$ cat config.mk
export PLATFORM = sky130hd
export DESIGN_NAME = esdi_serial_link
export DESIGN_NICKNAME = d
export VERILOG_FILES = /design/src/rtl/esdi_pkg.sv /design/src/rtl/esdi_sync.sv /design/src/rtl/esdi_serial_link.sv
export SDC_FILE = /design/constraint.sdc
export NUM_CORES = 1
export LEC_CHECK = 0
export ABC_CLOCK_PERIOD_IN_PS = 2300
export CAP_MARGIN = 20
export CORE_ASPECT_RATIO = 2
export CORE_MARGIN = 10
export CORE_UTILIZATION = 50
export CTS_CLUSTER_SIZE = 14
export DETAILED_ROUTE_END_ITERATION = 10
export PLACE_DENSITY = 0.75
export SLEW_MARGIN = 20
export SYNTH_ARGS = -nofsm -noshare
export SYNTH_HDL_FRONTEND = slang
export SYNTH_SLANG_ARGS = --single-unit
export TNS_END_PERCENT = 50
$ cat constraint.sdc
create_clock -name csr_aclk -period 2.3 [get_ports csr_aclk]
set_input_delay 0.46 -clock csr_aclk [delete_from_list [all_inputs] [get_ports csr_aclk]]
set_output_delay 0.46 -clock csr_aclk [all_outputs]
set_load 0.005 [all_outputs]
$ cat src/rtl/esdi_pkg.sv
// Shared ESDI serial link definitions.
// Holds the frame geometry, the link FSM state encoding and the odd-parity helper. Both the
// serial link engine and the command controller import this package.
package esdi_pkg;

  localparam int unsigned ESDI_WORD_BITS  = 16;
  localparam int unsigned ESDI_FRAME_BITS = 17;

  typedef enum logic [2:0] {
    StIdle,
    StSetup,
    StAck,
    StRelease,
    StGap,
    StDone
  } esdi_state_e;

  // Parity bit that makes the total count of ones over word + parity odd.
  function automatic logic odd_parity(input logic [ESDI_WORD_BITS-1:0] word);
    return ~^word;
  endfunction

endpackage

$ cat src/rtl/esdi_sync.sv
// N-flop synchroniser for asynchronous single-bit inputs.
// Ports:
//   clk_i  - destination clock
//   rst_ni - asynchronous active-low reset, clears every stage to 0
//   d_i    - asynchronous input
//   q_o    - synchronised output (Stages clocks of latency)
module esdi_sync #(
  parameter int unsigned Stages = 2
) (
  input  logic clk_i,
  input  logic rst_ni,
  input  logic d_i,
  output logic q_o
);

  logic [Stages-1:0] sync_q;
  logic [Stages-1:0] sync_d;

  always_comb begin
    sync_d    = sync_q;
    sync_d[0] = d_i;
    for (int unsigned i = 1; i < Stages; i++) begin
      sync_d[i] = sync_q[i-1];
    end
  end

  always_ff @(posedge clk_i or negedge rst_ni) begin
    if (!rst_ni) begin
      sync_q <= '0;
    end else begin
      sync_q <= sync_d;
    end
  end

  assign q_o = sync_q[Stages-1];

endmodule

$ cat src/rtl/esdi_serial_link.sv
// Bit-level ESDI serial command/status link engine.
// Runs the TRANSFER REQ / ACK handshake, deserialises 17-bit command frames (16 data bits MSB
// first + odd parity) and serialises buffered status words back to the host.
// Ports:
//   csr_aclk / csr_aresetn                 - clock, asynchronous active-low reset
//   esdi_transfer_req / esdi_command_data  - asynchronous host pins (synchronised here)
//   esdi_transfer_ack / esdi_confstat_data - link outputs to the host
//   cmd_valid / cmd_ready / cmd_data / cmd_parity_err - received command word stream
//   stat_valid / stat_ready / stat_data    - status word input (single-entry buffer)
//   frame_err                              - one-cycle pulse on inter-bit timeout
module esdi_serial_link
  import esdi_pkg::*;
#(
  parameter int unsigned SYNC_STAGES = 2,
  parameter int unsigned ACK_DELAY   = 6,
  parameter int unsigned REL_DELAY   = 6,
  parameter int unsigned TIMEOUT     = 40
) (
  input  logic        csr_aclk,
  input  logic        csr_aresetn,
  input  logic        esdi_transfer_req,
  input  logic        esdi_command_data,
  output logic        esdi_transfer_ack,
  output logic        esdi_confstat_data,
  output logic        cmd_valid,
  input  logic        cmd_ready,
  output logic [15:0] cmd_data,
  output logic        cmd_parity_err,
  input  logic        stat_valid,
  output logic        stat_ready,
  input  logic [15:0] stat_data,
  output logic        frame_err
);

  localparam int unsigned CntW = $clog2(ACK_DELAY + REL_DELAY + TIMEOUT + 1);

  logic req_s;
  logic data_s;

  esdi_sync #(
    .Stages(SYNC_STAGES)
  ) u_sync_req (
    .clk_i (csr_aclk),
    .rst_ni(csr_aresetn),
    .d_i   (esdi_transfer_req),
    .q_o   (req_s)
  );

  esdi_sync #(
    .Stages(SYNC_STAGES)
  ) u_sync_data (
    .clk_i (csr_aclk),
    .rst_ni(csr_aresetn),
    .d_i   (esdi_command_data),
    .q_o   (data_s)
  );

  esdi_state_e state_q, state_d;
  logic [CntW-1:0] cnt_q, cnt_d;
  logic [4:0]      bit_cnt_q, bit_cnt_d;
  logic            dir_stat_q, dir_stat_d;
  logic [16:0]     shreg_q, shreg_d;
  logic            ack_q, ack_d;
  logic            confstat_q, confstat_d;
  logic            cmd_valid_q, cmd_valid_d;
  logic [15:0]     cmd_data_q, cmd_data_d;
  logic            cmd_perr_q, cmd_perr_d;
  logic            stat_full_q, stat_full_d;
  logic [15:0]     stat_word_q, stat_word_d;
  logic            stat_par_q, stat_par_d;
  logic            frame_err_q, frame_err_d;
  logic [3:0]      bit_idx;

  always_comb begin
    state_d     = state_q;
    cnt_d       = cnt_q;
    bit_cnt_d   = bit_cnt_q;
    dir_stat_d  = dir_stat_q;
    shreg_d     = shreg_q;
    cmd_valid_d = cmd_valid_q;
    cmd_data_d  = cmd_data_q;
    cmd_perr_d  = cmd_perr_q;
    stat_full_d = stat_full_q;
    stat_word_d = stat_word_q;
    stat_par_d  = stat_par_q;
    frame_err_d = 1'b0;

    // Parity is fixed at load time so the serialiser never recomputes it mid-frame.
    if (stat_valid && !stat_full_q) begin
      stat_full_d = 1'b1;
      stat_word_d = stat_data;
      stat_par_d  = odd_parity(stat_data);
    end

    if (cmd_valid_q && cmd_ready) begin
      cmd_valid_d = 1'b0;
    end

    unique case (state_q)
      StIdle: begin
        // Direction is decided here, at bit 0; a pending command word stalls command frames.
        if (req_s && (stat_full_q || !cmd_valid_q)) begin
          dir_stat_d = stat_full_q;
          state_d    = StSetup;
          cnt_d      = '0;
        end
      end
      StSetup: begin
        if (cnt_q == CntW'(ACK_DELAY - 1)) begin
          state_d = StAck;
          if (!dir_stat_q) begin
            shreg_d = {shreg_q[15:0], data_s};
          end
        end else begin
          cnt_d = cnt_q + CntW'(1);
        end
      end
      StAck: begin
        if (!req_s) begin
          state_d = StRelease;
          cnt_d   = '0;
        end
      end
      StRelease: begin
        if (cnt_q == CntW'(REL_DELAY - 1)) begin
          cnt_d = '0;
          if (bit_cnt_q == 5'(ESDI_FRAME_BITS - 1)) begin
            bit_cnt_d = '0;
            state_d   = StDone;
          end else begin
            bit_cnt_d = bit_cnt_q + 5'd1;
            state_d   = StGap;
          end
        end else begin
          cnt_d = cnt_q + CntW'(1);
        end
      end
      StGap: begin
        if (req_s) begin
          state_d = StSetup;
          cnt_d   = '0;
        end else if (cnt_q == CntW'(TIMEOUT - 1)) begin
          // Abort: partial command bits are simply overwritten by the next full frame, and a
          // status word stays buffered to be resent from bit 15.
          frame_err_d = 1'b1;
          bit_cnt_d   = '0;
          state_d     = StIdle;
        end else begin
          cnt_d = cnt_q + CntW'(1);
        end
      end
      StDone: begin
        state_d = StIdle;
        if (dir_stat_q) begin
          stat_full_d = 1'b0;
        end else begin
          cmd_valid_d = 1'b1;
          cmd_data_d  = shreg_q[16:1];
          cmd_perr_d  = ~^shreg_q;
        end
      end
      default: state_d = StIdle;
    endcase

    ack_d   = (state_d == StAck) || (state_d == StRelease);
    // Bits 0..15 map to word bits 15..0; bit 16 is the parity bit.
    bit_idx = ~bit_cnt_d[3:0];
    if (dir_stat_d && (state_d == StSetup || state_d == StAck || state_d == StRelease)) begin
      confstat_d = bit_cnt_d[4] ? stat_par_q : stat_word_q[bit_idx];
    end else begin
      confstat_d = 1'b0;
    end
  end

  always_ff @(posedge csr_aclk or negedge csr_aresetn) begin
    if (!csr_aresetn) begin
      state_q     <= StIdle;
      cnt_q       <= '0;
      bit_cnt_q   <= '0;
      dir_stat_q  <= 1'b0;
      shreg_q     <= '0;
      ack_q       <= 1'b0;
      confstat_q  <= 1'b0;
      cmd_valid_q <= 1'b0;
      cmd_data_q  <= '0;
      cmd_perr_q  <= 1'b0;
      stat_full_q <= 1'b0;
      stat_word_q <= '0;
      stat_par_q  <= 1'b0;
      frame_err_q <= 1'b0;
    end else begin
      state_q     <= state_d;
      cnt_q       <= cnt_d;
      bit_cnt_q   <= bit_cnt_d;
      dir_stat_q  <= dir_stat_d;
      shreg_q     <= shreg_d;
      ack_q       <= ack_d;
      confstat_q  <= confstat_d;
      cmd_valid_q <= cmd_valid_d;
      cmd_data_q  <= cmd_data_d;
      cmd_perr_q  <= cmd_perr_d;
      stat_full_q <= stat_full_d;
      stat_word_q <= stat_word_d;
      stat_par_q  <= stat_par_d;
      frame_err_q <= frame_err_d;
    end
  end

  assign esdi_transfer_ack  = ack_q;
  assign esdi_confstat_data = confstat_q;
  assign cmd_valid          = cmd_valid_q;
  assign cmd_data           = cmd_data_q;
  assign cmd_parity_err     = cmd_perr_q;
  assign stat_ready         = ~stat_full_q;
  assign frame_err          = frame_err_q;

endmodule

== Yosys cells after proc, flatten, opt, wreduce, memory -nomap -nowiden ==
Index checks and enable logic that the tools add are counted.

* Flip-flop bits (word level): 75
* Input bits: 22
* Output and inout bits: 22

* Add/sub/neg operators: 2
* Magnitude comparators: 1
* Equal/unequal tests: 15
* Mux-type cells: 35
* Bitwise logic cells: 3
* Reduce and logical (&&, ||, !) cells: 17

{| class="wikitable"
|+ Operator list
! operator !! count
|-
| 6-bit 2-to-1 mux || 6
|-
| 6-bit one-hot mux with 5 select lines || 1
|-
| 5-bit 2-to-1 mux || 4
|-
| 3-bit 2-to-1 mux || 6
|-
| 17-bit XNOR reduction || 1
|-
| 16-bit XNOR reduction || 1
|-
| 1-bit 2-to-1 mux || 15
|-
| 3-bit one-hot mux with 5 select lines || 1
|-
| 3-bit by 2-bit equality test with 1-bit output, second input constant || 4
|-
| 5-bit one-hot mux with 2 select lines || 1
|-
| 6-bit by 1-bit adder with 6-bit output, second input constant || 1
|-
| 3-bit by 1-bit equality test with 1-bit output, second input constant || 2
|-
| 3-bit equality test, second input constant || 2
|-
| 6-bit by 3-bit equality test with 1-bit output, second input constant || 1
|-
| 6-bit equality test, second input constant || 1
|-
| 2-bit != test, second input constant || 3
|-
| 5-bit by 1-bit adder with 5-bit output, second input constant || 1
|-
| 5-bit equality test, second input constant || 1
|-
| 4-bit by 5-bit less-than comparator with 1-bit output, second input constant || 1
|-
| 5-bit AND reduction || 1
|-
| 5-bit nonzero test || 1
|-
| 1-bit binary-select mux with 4-bit select || 1
|-
| 1-bit logical AND || 4
|-
| 1-bit logical OR || 4
|-
| other kinds (7) || 9
|}

== Logic depth before layout (Yosys ltp) ==
* Depth after elaboration: 10
* Depth in mapped cells: 11
* Gate-level depth less buffers: 10

== Cells and area by module ==
From an unflattened synthesis, not the netlist that was laid out.

* Cell total of the unflattened synthesis: 290
* Area, all modules: 3641.0 sq um

{| class="wikitable"
|+ Modules (own cells, without submodules)
! module !! times used !! cells each !! area each (sq um) !! seq. area each (sq um)
|-
| esdi_serial_link || 1 || 286 || 3540.9 || 1776.7
|-
| esdi_sync || 2 || 2 || 50.0 || 50.0
|}

== Worst setup path after synthesis ==
Ideal clock, no wire load.

* Kind: register to register
* From: reg bit_cnt_q[0]
* To: reg confstat_q, in the netlist esdi_confstat_data
* Setup time: 111 ps
* Arrival: 2204 ps
* Data required time: 2189 ps
* Setup slack: -15 ps
* Stages on the path, launching flop included: 11
* Buffers on the path: 1
* Clock period less this slack: 2315 ps
* Cell sequence: dfrtp_1 > inv_1 > ha_1 > nand4bb_1 > clkbuf_1 > nand4_1 > a2bb2oi_4 > mux2i_1 > a32oi_1 > o211ai_1 > a2111oi_2

* Cells in the longest elaborated chain, start to end: 9
* Elaborated cells on any way between the ends: 21
* Classes of those cells: add/sub (1); eq/ne (4); mux (12); bitwise (1); reduce/logical (3)

{| class="wikitable"
|+ Ends and longest elaborated chain
! element !! line !! text
|-
| start, declared || esdi_serial_link.sv:60 || <nowiki>logic [4:0] bit_cnt_q, bit_cnt_d;</nowiki>
|-
| start signal, assigned || esdi_serial_link.sv:194 || <nowiki>bit_cnt_q <= bit_cnt_d;</nowiki>
|-
| 5-bit by 1-bit adder with 5-bit output or 5-bit equality test (tied branches) || esdi_serial_link.sv:131, esdi_serial_link.sv:127 ||
|-
| 5-bit 2-to-1 mux or 1-bit 2-to-1 mux (tied branches) || esdi_serial_link.sv:127 || <nowiki>if (bit_cnt_q == 5'(ESDI_FRAME_BITS - 1)) begin</nowiki>
|-
| 5-bit 2-to-1 mux or 3-bit 2-to-1 mux (tied branches) || esdi_serial_link.sv:125 || <nowiki>if (cnt_q == CntW'(REL_DELAY - 1)) begin</nowiki>
|-
| 5-bit one-hot mux with 2 select lines or 3-bit one-hot mux with 5 select lines (tied branches) || esdi_serial_link.sv:99 || <nowiki>unique case (state_q)</nowiki>
|-
| 4-bit NOT (tied with other cells) || esdi_serial_link.sv:167 || <nowiki>bit_idx = ~bit_cnt_d[3:0];</nowiki>
|-
| 1-bit binary-select mux with 4-bit select or 1-bit logical OR (tied branches) || esdi_serial_link.sv:169, esdi_serial_link.sv:168 ||
|-
| 1-bit 2-to-1 mux (implied by the code) or 1-bit logical OR (tied branches) || esdi_serial_link.sv:169, esdi_serial_link.sv:168 ||
|-
| 1-bit 2-to-1 mux or 1-bit logical AND (tied branches) || esdi_serial_link.sv:169, esdi_serial_link.sv:168 ||
|-
| 1-bit 2-to-1 mux * || esdi_serial_link.sv:168 || <nowiki>if (dir_stat_d && (state_d == StSetup || state_d == StAck || state_d == StRelease)) begin</nowiki>
|-
| named net confstat_d || esdi_serial_link.sv:64 || <nowiki>logic confstat_q, confstat_d;</nowiki>
|-
| end signal, assigned || esdi_serial_link.sv:198 || <nowiki>confstat_q <= confstat_d;</nowiki>
|-
| end, declared || esdi_serial_link.sv:64 ||
|}

The timed path passes the listed nets; every way through them passes the cells marked *. The select of a mux whose other input is x is not followed.
A chain may end at the register's enable or synchronous reset.

== Worst setup path in the final report ==
* From: reg bit_cnt_q[1]
* To: reg confstat_q, in the netlist esdi_confstat_data

Same word-level chain as after synthesis.

==> flow_metrics.env <==
export IMPL_synth_area_leaders="dfrtp_1 51%, mux2_2 14%, xnor2_1 6.4%, mux2i_1 2.4%, nand2_1 1.8%"
export IMPL_ys_seq_elements=75
export IMPL_critPathMostFrequentCell="buf_4"
export IMPL_numCtsBuffers=9
export IMPL_yosys_area_top_type="dfrtp_1"
export IMPL_maxCapViolCount=0
export IMPL_synth_area_per_cell_sq_um=12.3
export IMPL_synth_xor_area_frac=0.0762
export IMPL_layout_common_cells="73 x dfrtp_1, 47 x mux2_2, 42 x clkdlybuf4s50_1, 29 x buf_4, 27 x xnor2_1"
export IMPL_die_h_um=141
export IMPL_combPwrFrac=0.306
export IMPL_outcome="finished with violations"
export IMPL_synth_compound_area_frac=0.0895
export IMPL_final_common_cell="dfrtp_1"
export IMPL_clk_path_buf_depth=2
export IMPL_fin_crit_sh=1.02
export IMPL_wl_per_cell_um=17.0
export IMPL_firstDrtPassIters=4
export IMPL_routed_wl_um=7980
export IMPL_syn_nets=325
export IMPL_max_stage_delay_ns=0.41
export IMPL_p_total_w=0.00492
export IMPL_track_usage=0.147
export IMPL_grt_max_degree=55
export IMPL_h_tree_depth=3
export IMPL_slew_headroom=0.612
export IMPL_cp_slowest_cell="dfrtp_1"
export IMPL_muxShareOfSynthArea=0.178
export IMPL_clockRootBuffer="clkbuf_16"
export IMPL_seq_area_frac_synth=0.510
export IMPL_power_density_nw_per_um2=1030
export IMPL_final_area_sq_um=4790
export IMPL_drt_initial_drc_count=129
export IMPL_area_growth_syn_to_layout_pct=30.4
export IMPL_path_max_fanout=4
export IMPL_viasPerCell=5.47
export IMPL_synthCells=299
export IMPL_start_util=0.510
export IMPL_cts_tree="yes"
export IMPL_synth_top_family_by_area="multiplexers"
export IMPL_clock_power_share=0.328
export IMPL_hold_violations=0
export IMPL_reg2reg_slack_ns=-0.05
export IMPL_critPathArrivalTime_ns=2.58
export IMPL_grt_pass1_wl_um=13200
export IMPL_p_int_w=0.00343
export IMPL_post_synth_and_or_nand_nor_area_fraction=0.104
export IMPL_final_max_slew_viol_count=0
export IMPL_final_setup_tns_ns=-0.0504
export IMPL_die_x_um=80.6
export IMPL_placeableCoreArea_sq_um=7210
export IMPL_rsz0062_at_grt="yes"
export IMPL_dieArea_sq_um=11400
export IMPL_crit_family="compound AO/OA/AOI/OAI gates"
export IMPL_syn_area_sq_um=3680
export IMPL_vias=2567
export IMPL_failed_checks="negative setup slack"
export IMPL_place_area_sq_um=4380
export IMPL_antenna_cells=0
export IMPL_fmax_ghz=0.425
export IMPL_critical_path_required_ns=2.53
export IMPL_ant_nets=0
export IMPL_power_switching_w=0.00149
export IMPL_synth_fa_ha_area_frac=0.0136
export IMPL_synth_top_area_share=0.510
export IMPL_path_clk_slew_ns=0.06
export IMPL_seq_power_share=0.366
export IMPL_grt_overflow_total=0
export IMPL_ys_types=53
export IMPL_grt_pass1_vias=2780
export IMPL_dp_hpwl_um=5600
export IMPL_fill_cells=549
export IMPL_ys_flop_type="dfrtp_1"
export IMPL_switching_share=0.302
export IMPL_drc=0
export IMPL_nets=399
export IMPL_finalSetupViolations=1
export IMPL_cellLeakagePower_nw=2.19
export IMPL_crit_path_start_kind="register"
export IMPL_finalCriticalPeriod_ns=2.35
export IMPL_tightest_slew_ns=0.576
export IMPL_ys_warn_count=0
export IMPL_async_reset_ff_frac=1.00
export IMPL_rows=44
export IMPL_cts_sinks=75
export IMPL_path_cells="inv_1, ha_1, nand4bb_1, buf_4, nand2_1, nor4_2, a211oi_2, buf_4, a31oi_1, a21oi_1, a2111oi_2"
export IMPL_antenna_found_initial=0
export IMPL_clk_insertion_delay_late_ns=0.33
export IMPL_cp_num_buf_inv=3
export IMPL_path_class="register to register"
export IMPL_cp_end_kind="register"
export IMPL_port_buffers=43
export IMPL_fin_skew_ns=0.00761
export IMPL_io_pins=44
export IMPL_drive_above_1_share=0.294
export IMPL_setup_ws_ns=-0.0504
export IMPL_hold_path_class="input port to asynchronous set/reset pin"
export IMPL_postCtsHoldBufs=0
export IMPL_peakVddDrop_mv=0.720
export IMPL_synth_edf_count=0
export IMPL_place_congestion=0.892
[layer usage]
metal / wire length [um] / vias up / global-route usage / part of all wire
li1: - / 1217 / - / -
met1: 2900 / 1281 / 0.151 / 0.36
met2: 4500 / 53 / 0.264 / 0.56
met3: 327 / 16 / 0.0335 / 0.041
met4: 253 / 0 / 0.0756 / 0.032
met5: 0 / - / 0 / 0
[sequential cells by signal, indices dropped and copies added (netlist names), 2 cells and up]
signal / cells
u_sync_req.sync_q: 2
shreg_q: 17
cmd_data: 16
cnt_q: 6
state_q: 3
stat_word_q: 16
u_sync_data.sync_q: 2
bit_cnt_q: 5
[metrics by stage]
stage               utilization  setup WS (ns)  hold slack, ns  cells
floorplan                     -         0.0396           0.164    299
global placement          0.607         0.0364           0.335    448
detailed placement        0.607        -0.0256           0.345    448
CTS                       0.656        0.00175          0.0183    464
global route              0.665         -0.210          0.0362    469
finish                    0.665        -0.0504          0.0164    469
[kinds of logic (layout without fill, tap and decap cells)]
group                      count (synthesis)  after routing
adders and majority gates                  4              4
buffers and inverters                     23            101
xor gates and xnor gates                  32             32
DFF                                       75             75
and+or+nand+nor                           62             62
AOI/OAI and AO/OA                         44             44
muxes                                     59             59
[path summary, 6_finish.rpt]
| kind | to | depth (start not counted) | from |
|---|---|---|---|
| worst min register to register | u_sync_req.sync_q[1] | 0 | u_sync_req.sync_q[0] |
| worst max-delay path | esdi_confstat_data | 11 | bit_cnt_q[1] |
| worst min-delay path | cmd_data[15] | 1 | csr_aresetn |
| max in group asynchronous | cnt_q[4] | 2 | csr_aresetn |
| worst max register to register | esdi_confstat_data | 11 | bit_cnt_q[1] |
| min in group csr_aclk | u_sync_req.sync_q[1] | 0 | u_sync_req.sync_q[0] |
[power groups by stage]
stage	registers, W	logic, W	clock network (W)
floorplan	0.00176	0.000968	0
global placement	0.00181	0.00138	0
detailed placement	0.00182	0.00142	0
CTS	0.00180	0.00144	0.00164
global route	0.00183	0.00164	0.00168
finish	0.00180	0.00150	0.00161
[synth_stat cells, drive strengths merged (3+ instances only)]
cell	n
mux2i	9
nand2	18
nor4	3
inv	13
a31oi	3
nand2b	4
nor2	10
a21oi	7
and3	3
dfrtp	75
mux2	50
xor2	5
o21ai	12
ha	4
nand3	8
xnor2	27
buf	4
clkbuf	6
[layout make-up]
class | instances | area, sq um | share of cell area
multi-input combinational | 201 | 1730 | 0.361
sequential | 75 | 1880 | 0.392
clock buffer | 11 | 243 | 0.0506
tap | 92 | 115 | 0.0240
clock inverter | 4 | 98.8 | 0.0206
inverter | 13 | 48.8 | 0.0102
timing repair buffer | 73 | 678 | 0.141
[worst register-to-register path: cells and delay by family, from the launching register on]
family,cells,cell delay [ns]
compound gates,4,0.70
simple gates,3,0.54
flops,1,0.41
buf+inv,3,0.38
fa+ha+maj,1,0.21
[what timing repair did]
action	4_1_cts	5_1_grt
pin swaps	3	8
resized for setup	3	7
setup buffers	1	5
endpoints found under the setup margin	1	3
No activity file was read; power rests on OpenSTA's default activity.
